<file path="src/rtl/next_piece_loader_if.sv">
// rtl/next_piece_loader_if.sv - grid memory bus between the loader and the grid RAM
// Ports (signals):
//   we    - write enable (master drives)
//   addr  - address, read when we=0, write when we=1 (master drives)
//   wdata - write data (master drives)
//   rdata - read data, valid one cycle after addr (slave drives)
interface next_piece_loader_if;
  logic       we;
  logic [7:0] addr;
  logic [7:0] wdata;
  logic [7:0] rdata;

  modport master (output we, output addr, output wdata, input rdata);
  modport slave  (input we, input addr, input wdata, output rdata);
endinterface

</file>
<file path="src/rtl/next_piece_loader.sv">
// rtl/next_piece_loader.sv - moves the next-piece box contents into the playfield spawn area
// Ports:
//   clk, rst        - clock, synchronous active-high reset
//   bus             - grid memory master (we/addr/wdata out, rdata in, 1-cycle read latency)
//   start           - one-cycle load request, honoured only in IDLE
//   busy            - high while scanning, checking or writing
//   done, error     - one-cycle completion pulse; error=1 means aborted with no writes
//   piece_type      - cell value minus one of the last successful load
//   cell_1..4_addr  - playfield addresses of the last successful load, box order
module next_piece_loader #(
  parameter logic [7:0] BOX_BASE   = 8'd232,
  parameter logic [7:0] SPAWN_BASE = 8'd3,
  parameter logic [7:0] COLS       = 8'd10
) (
  input  logic                       clk,
  input  logic                       rst,
  next_piece_loader_if.master        bus,
  input  logic                       start,
  output logic                       busy,
  output logic                       done,
  output logic                       error,
  output logic [2:0]                 piece_type,
  output logic [7:0]                 cell_1_addr,
  output logic [7:0]                 cell_2_addr,
  output logic [7:0]                 cell_3_addr,
  output logic [7:0]                 cell_4_addr
);

  typedef enum logic [2:0] {IDLE, SCAN, CHECK, WRITE, DONE} state_t;

  state_t     state, state_n;
  logic [3:0] idx, idx_n;
  logic [2:0] cnt, cnt_n;
  logic       bad, bad_n, coll, coll_n, err_q;
  logic [7:0] dest [4];
  logic [7:0] val  [4];
  logic [3:0] src  [4];

  logic       hit, scan_fail;
  logic [3:0] k;
  logic [7:0] row_off, col;
  logic [7:0] dest_k;
  logic       we_c;
  logic [7:0] addr_c, wdata_c;

  // Box cell whose read data arrives this cycle (address was issued last cycle).
  assign k = idx - 4'd1;

  always_comb begin
    row_off = 8'd0;
    col     = {4'd0, k};
    if (k >= 4'd9) begin
      row_off = 8'(COLS * 8'd3);
      col     = {4'd0, k - 4'd9};
    end else if (k >= 4'd6) begin
      row_off = 8'(COLS * 8'd2);
      col     = {4'd0, k - 4'd6};
    end else if (k >= 4'd3) begin
      row_off = COLS;
      col     = {4'd0, k - 4'd3};
    end
  end

  assign dest_k = SPAWN_BASE + row_off + col;

  // Hit bookkeeping; the decision on the last SCAN cycle must include that cycle's capture.
  assign hit    = (state == SCAN) && (idx != 4'd0) && (bus.rdata != 8'd0);
  assign cnt_n  = (hit && cnt != 3'd5) ? cnt + 3'd1 : cnt;
  assign bad_n  = bad | (hit && ((bus.rdata > 8'd7) || (cnt != 3'd0 && bus.rdata != val[0])));
  assign coll_n = coll | ((state == CHECK) && (idx != 4'd0) && (bus.rdata != 8'd0));
  assign scan_fail = (cnt_n != 3'd4) || bad_n;

  always_ff @(posedge clk) begin
    if (rst) begin
      state <= IDLE;
      idx   <= 4'd0;
    end else begin
      state <= state_n;
      idx   <= idx_n;
    end
  end

  always_comb begin
    state_n = state;
    idx_n   = idx;
    we_c    = 1'b0;
    addr_c  = 8'd0;
    wdata_c = 8'd0;
    case (state)
      IDLE: begin
        if (start) begin
          state_n = SCAN;
          idx_n   = 4'd0;
        end
      end
      SCAN: begin
        if (idx <= 4'd11) addr_c = BOX_BASE + {4'd0, idx};
        if (idx == 4'd12) begin
          idx_n   = 4'd0;
          state_n = scan_fail ? DONE : CHECK;
        end else begin
          idx_n = idx + 4'd1;
        end
      end
      CHECK: begin
        if (idx <= 4'd3) addr_c = dest[idx[1:0]];
        if (idx == 4'd4) begin
          idx_n   = 4'd0;
          state_n = coll_n ? DONE : WRITE;
        end else begin
          idx_n = idx + 4'd1;
        end
      end
      WRITE: begin
        we_c = 1'b1;
        if (idx <= 4'd3) begin
          addr_c  = dest[idx[1:0]];
          wdata_c = val[idx[1:0]];
        end else begin
          addr_c  = BOX_BASE + {4'd0, src[idx[1:0]]};
          wdata_c = 8'd0;
        end
        if (idx == 4'd7) begin
          idx_n   = 4'd0;
          state_n = DONE;
        end else begin
          idx_n = idx + 4'd1;
        end
      end
      DONE: state_n = IDLE;
      default: state_n = IDLE;
    endcase
  end

  assign bus.we    = we_c;
  assign bus.addr  = addr_c;
  assign bus.wdata = wdata_c;

  always_ff @(posedge clk) begin
    if (rst) begin
      cnt         <= 3'd0;
      bad         <= 1'b0;
      coll        <= 1'b0;
      err_q       <= 1'b0;
      piece_type  <= 3'd0;
      cell_1_addr <= 8'd0;
      cell_2_addr <= 8'd0;
      cell_3_addr <= 8'd0;
      cell_4_addr <= 8'd0;
      for (int i = 0; i < 4; i++) begin
        dest[i] <= 8'd0;
        val[i]  <= 8'd0;
        src[i]  <= 4'd0;
      end
    end else begin
      if (state == IDLE && start) begin
        cnt   <= 3'd0;
        bad   <= 1'b0;
        coll  <= 1'b0;
        err_q <= 1'b0;
      end
      if (state == SCAN) begin
        cnt <= cnt_n;
        bad <= bad_n;
        if (hit && cnt < 3'd4) begin
          dest[cnt[1:0]] <= dest_k;
          val[cnt[1:0]]  <= bus.rdata;
          src[cnt[1:0]]  <= k;
        end
        if (idx == 4'd12) err_q <= scan_fail;
      end
      if (state == CHECK) begin
        coll <= coll_n;
        if (idx == 4'd4) err_q <= coll_n;
      end
      // Latch results on entry to DONE so they are already visible with the done pulse.
      if (state == WRITE && idx == 4'd7) begin
        piece_type  <= val[0][2:0] - 3'd1;
        cell_1_addr <= dest[0];
        cell_2_addr <= dest[1];
        cell_3_addr <= dest[2];
        cell_4_addr <= dest[3];
      end
    end
  end

  assign busy  = (state == SCAN) || (state == CHECK) || (state == WRITE);
  assign done  = (state == DONE);
  assign error = (state == DONE) && err_q;

endmodule

</file>
<file path="src/flat_wrapper.sv">
// flat-port wrapper written by rule: the top's interface ports become plain ports
module next_piece_loader_flat 
#(
  parameter logic [7:0] BOX_BASE   = 8'd232,
  parameter logic [7:0] SPAWN_BASE = 8'd3,
  parameter logic [7:0] COLS       = 8'd10
)
  (clk, rst, start, busy, done, error, piece_type, cell_1_addr, cell_2_addr, cell_3_addr, cell_4_addr, bus_we, bus_addr, bus_wdata, bus_rdata);
  next_piece_loader_if bus_i ();
  input  logic clk;
  input  logic rst;
  input  logic start;
  output logic busy;
  output logic done;
  output logic error;
  output logic [2:0] piece_type;
  output logic [7:0] cell_1_addr;
  output logic [7:0] cell_2_addr;
  output logic [7:0] cell_3_addr;
  output logic [7:0] cell_4_addr;
  output wire logic [$bits(bus_i.we)-1:0] bus_we;
  output wire logic [$bits(bus_i.addr)-1:0] bus_addr;
  output wire logic [$bits(bus_i.wdata)-1:0] bus_wdata;
  input wire logic [$bits(bus_i.rdata)-1:0] bus_rdata;
  assign bus_we = bus_i.we;
  assign bus_addr = bus_i.addr;
  assign bus_wdata = bus_i.wdata;
  assign bus_i.rdata = bus_rdata;
  next_piece_loader #(.BOX_BASE(BOX_BASE), .SPAWN_BASE(SPAWN_BASE), .COLS(COLS)) u_core (.clk(clk), .rst(rst), .bus(bus_i), .start(start), .busy(busy), .done(done), .error(error), .piece_type(piece_type), .cell_1_addr(cell_1_addr), .cell_2_addr(cell_2_addr), .cell_3_addr(cell_3_addr), .cell_4_addr(cell_4_addr));
endmodule
</file>
<file path="config.mk">
export PLATFORM = sky130hd
export DESIGN_NAME = next_piece_loader_flat
export DESIGN_NICKNAME = d
export VERILOG_FILES = /design/src/rtl/next_piece_loader_if.sv /design/src/rtl/next_piece_loader.sv /design/src/flat_wrapper.sv
export SDC_FILE = /design/constraint.sdc
export NUM_CORES = 1
export LEC_CHECK = 0
export BUFFER_PORTS_ARGS = -buffer_cell sky130_fd_sc_hd__buf_2
export CORE_MARGIN = 2
export CORE_UTILIZATION = 35
export DETAILED_ROUTE_END_ITERATION = 8
export GPL_TIMING_DRIVEN = 0
export PLACE_DENSITY_LB_ADDON = 0.12
export RECOVER_POWER = 100
export REMOVE_ABC_BUFFERS = 1
export SLEW_MARGIN = 20
export SYNTH_ARGS = -nofsm -noshare
export SYNTH_HDL_FRONTEND = slang
export SYNTH_SLANG_ARGS = --single-unit
</file>
<file path="constraint.sdc">
create_clock -name clk -period 7.4 [get_ports clk]
set_clock_uncertainty 0.15 [all_clocks]
set_input_delay 1.11 -clock clk [delete_from_list [all_inputs] [get_ports clk]]
set_output_delay 1.11 -clock clk [all_outputs]
set_load 0.02 [all_outputs]
</file>
==> impl_results.md <==
- Final setup violation count: 0
- P&R area growth vs syn: 14.0%
- First-pass GRT wire length: around 23000 µm
- Max Buffers Root-to-Sink: 2
- DIE HEIGHT: 134 µm
- Vias in the first global route: about 4100
- Design Area, Final: 6790 µm²
- Final net count: 633
- Slew @ Worst Pin: 1.37 ns
- Status: finished clean
- Die Wd: 134 µm
- Number of synthesized flops with an enable pin: between 70 and 80
- Initial Utilization: 35.9%
- Die ar.: 18100 µm²
- Gpl congestion: 0.810
- Relative slew slack: 7.98%
- Initial antenna violation count: 0
- Worst setup EP type: register
- Via count: 4170
- Routed wire per std cell: 17.8 µm
- Leak: 2.45 nW
- Vias per cell: 5.01
- Fmax: 196 MHz
- Warnings from Yosys: 0
- CTS Buf Count: 17
- Mapped cell area: 5960 µm²
- Post-route insts no fill: approximately 830
- Min-delay worst type: register to register
- IO Port Bufs: 57
- Syn Area/Cell: 10.7 µm²
- Row Count: 47
- FILL cells: 1660
- Core Box Area: ~17000 µm²
- Clock latency at the later pin of the worst-skew pair: 0.42 ns
- Max FO, Critical Path: 17
- Hold depth: 2
- Final Max Tran Viols: 0
- Predominant post-synthesis flop cell: edfxtp_1
- Async SR Flop Fraction: 0%
- RSZ-0062 raised after global routing: no
- Total routed wirelength: ~15000 µm
- Syn Inst Count: 555
- WS Path Type: register to register
- Residual DRC count: 0
- Sequential-to-total area share from yosys stat: 50.4%
- Finished Core Util: 40.9%
- Clock Sinks: 114
- Max rail drop VDD: around 0.24 mV
- CTS resizes: 0
- Final Total Pwr: 1.68 mW
- Crit path DAT: 5.13 ns
- Most common cell after layout, fill and taps aside: edfxtp_1
- H-Tree Depth: 4
- Hold Fails Final Rpt: 0
- Inst Count DP: 801
- WP data required: 7.42 ns
- Worst r2r path cells: 12
- Largest net degree at the start of global routing: 48
- Sum Neg Setup Slack: 0 ns
- Most frequent cells in the layout: edfxtp_1, nand2_1, nor2_1
- Worst setup SP type: register
- Routed Antenna Nets: 0
- Fin crit period: 5.11 ns
- Post-DP Area: roughly 6400 µm²
- Reg clk slew, reported paths: roughly 0.060 ns
- Unique masters post-synth: 71
- GRT Resource Usage Total: 17.3%
- Gr ovfl total: 0
- Most used cell along the critical path: inv_1
- Hold buffers post-CTS: 0
- Top Ports: 66
- Iter 0 DRT Violations: 285
- CTS tree: yes
- TritonRoute pass-1 iters: 5
- Pwr/cell area: 248 nW/µm²
- Max incr delay on CP: 0.81 ns
- R2R setup slack: approximately 2.3 ns
- Maximum capacitance violations: 0
- DP HPWL: 10000 µm
- Number of setup buffers added after CTS: 0
- CTS root buffer: clkbuf_16
- Fraction of layout cells with a size suffix above 1: approximately 12%
- Crit-path cells: inv_1 > ha_1 > xnor2_1 > inv_1 > o41ai_1 > inv_1 > xnor2_1 > ha_1 > fa_1 > a21o_1 > a21oi_1 > nor2_1
- Register bit total from synthesis: 114
- Critical Path Slowest Stage Cell: xnor2_1
- # diodes: 0
- Period utilisation layout: 69.1%
## sequential cells by signal, summed over array words and instances, names as in the netlist, named ones only
name               flops
u_core.val            32
u_core.dest           24
cell_2_addr            6
u_core.state           3
cell_4_addr            6
cell_3_addr            6
u_core.cnt             3
u_core.bad             1
u_core.piece_type      3
u_core.idx             4
u_core.coll            1
cell_1_addr            6
u_core.err_q           1
u_core.src            16
## metrics by stage
step	setup WS [ns]	hold slack (ns)
2_1_floorplan	3.72	0.319
3_3_place_gp	2.19	0.292
3_5_place_dp	2.84	0.295
4_1_cts	2.82	0.303
5_1_grt	1.68	0.324
6_report	2.29	0.301
## power breakdown
part	internal [mW]	switching [mW]
Sequential	0.693	0.0162
Combinational	0.0711	0.124
Clock	0.462	0.315
## cell type report
class                           count  area (µm²)  area share (%)
Clock inverter                     15         136            2.01
Sequential cell                   114        3010            44.3
Tap cell                          220         275            4.05
Clock buffer                       17         425            6.26
Timing Repair Buffer               61         262            3.85
Inverter                           16        60.1           0.884
Multi-Input combinational cell    390        2630            38.7
## final timing paths
check	to	from
max	u_core.dest[0][5]$_SDFFCE_PN0P_	u_core.idx[0]$_SDFFE_PP0P_
min	cell_1_addr[1]$_SDFFE_PP0P_	cell_1_addr[1]$_SDFFE_PP0P_
max reg2reg	u_core.dest[0][5]$_SDFFCE_PN0P_	u_core.idx[0]$_SDFFE_PP0P_
min reg2reg	cell_1_addr[1]$_SDFFE_PP0P_	cell_1_addr[1]$_SDFFE_PP0P_
## layer usage
metal / vias up / part of all wire (%) / GRT usage, % / wire length [µm]
met5: - / 0 / 0 / 0
met4: 0 / 0.46 / 5.38 / 69
met3: 7 / 3.6 / 4.23 / 532
met2: 78 / 48 / 27.5 / 7110
met1: 2032 / 48 / 23.3 / 7140
li1: 2053 / - / - / -
## cells by family (layout without fill, tap and decap cells)
kind of cell,count (synthesis),in the layout,synth area share (%)
buffers and inverters,58,109,4.79
xor gates and xnor gates,14,14,2.50
DFF,114,114,50.4
muxes,22,22,7.50
and+or+nand+nor,240,240,21.0
other,1,8,0.0630
adders and majority gates,22,22,4.75
AOI/OAI and AO/OA,84,84,9.01
## cell usage after synthesis, drive strengths merged (7+ instances only)
cell    count  area (µm²)
nand3       9        50.1
and3        9        56.3
and2       42         263
a21oi      43         215
nor3       12        87.6
clkbuf     23        87.6
ha         21         263
o21ai      10        53.8
mux4       18         405
dfxtp      42         841
xor2        9        78.8
nand2      69         259
nor2       57         214
edfxtp     72        2160
nand2b      7        43.8
buf        19         138
inv        16        60.1
## critical path: cells and delay by family, from the launching register on
kind	cells	cell delay [ns]
AO/OA/AOI/OAI	3	1.02
buffers and inverters	3	0.77
adder cells (fa/ha/maj)	3	1.03
flip-flops	1	0.74
AND/OR/NAND/NOR	1	0.09
XOR/XNOR	2	1.05
Note: power is estimated with default switching activity, not from simulation.
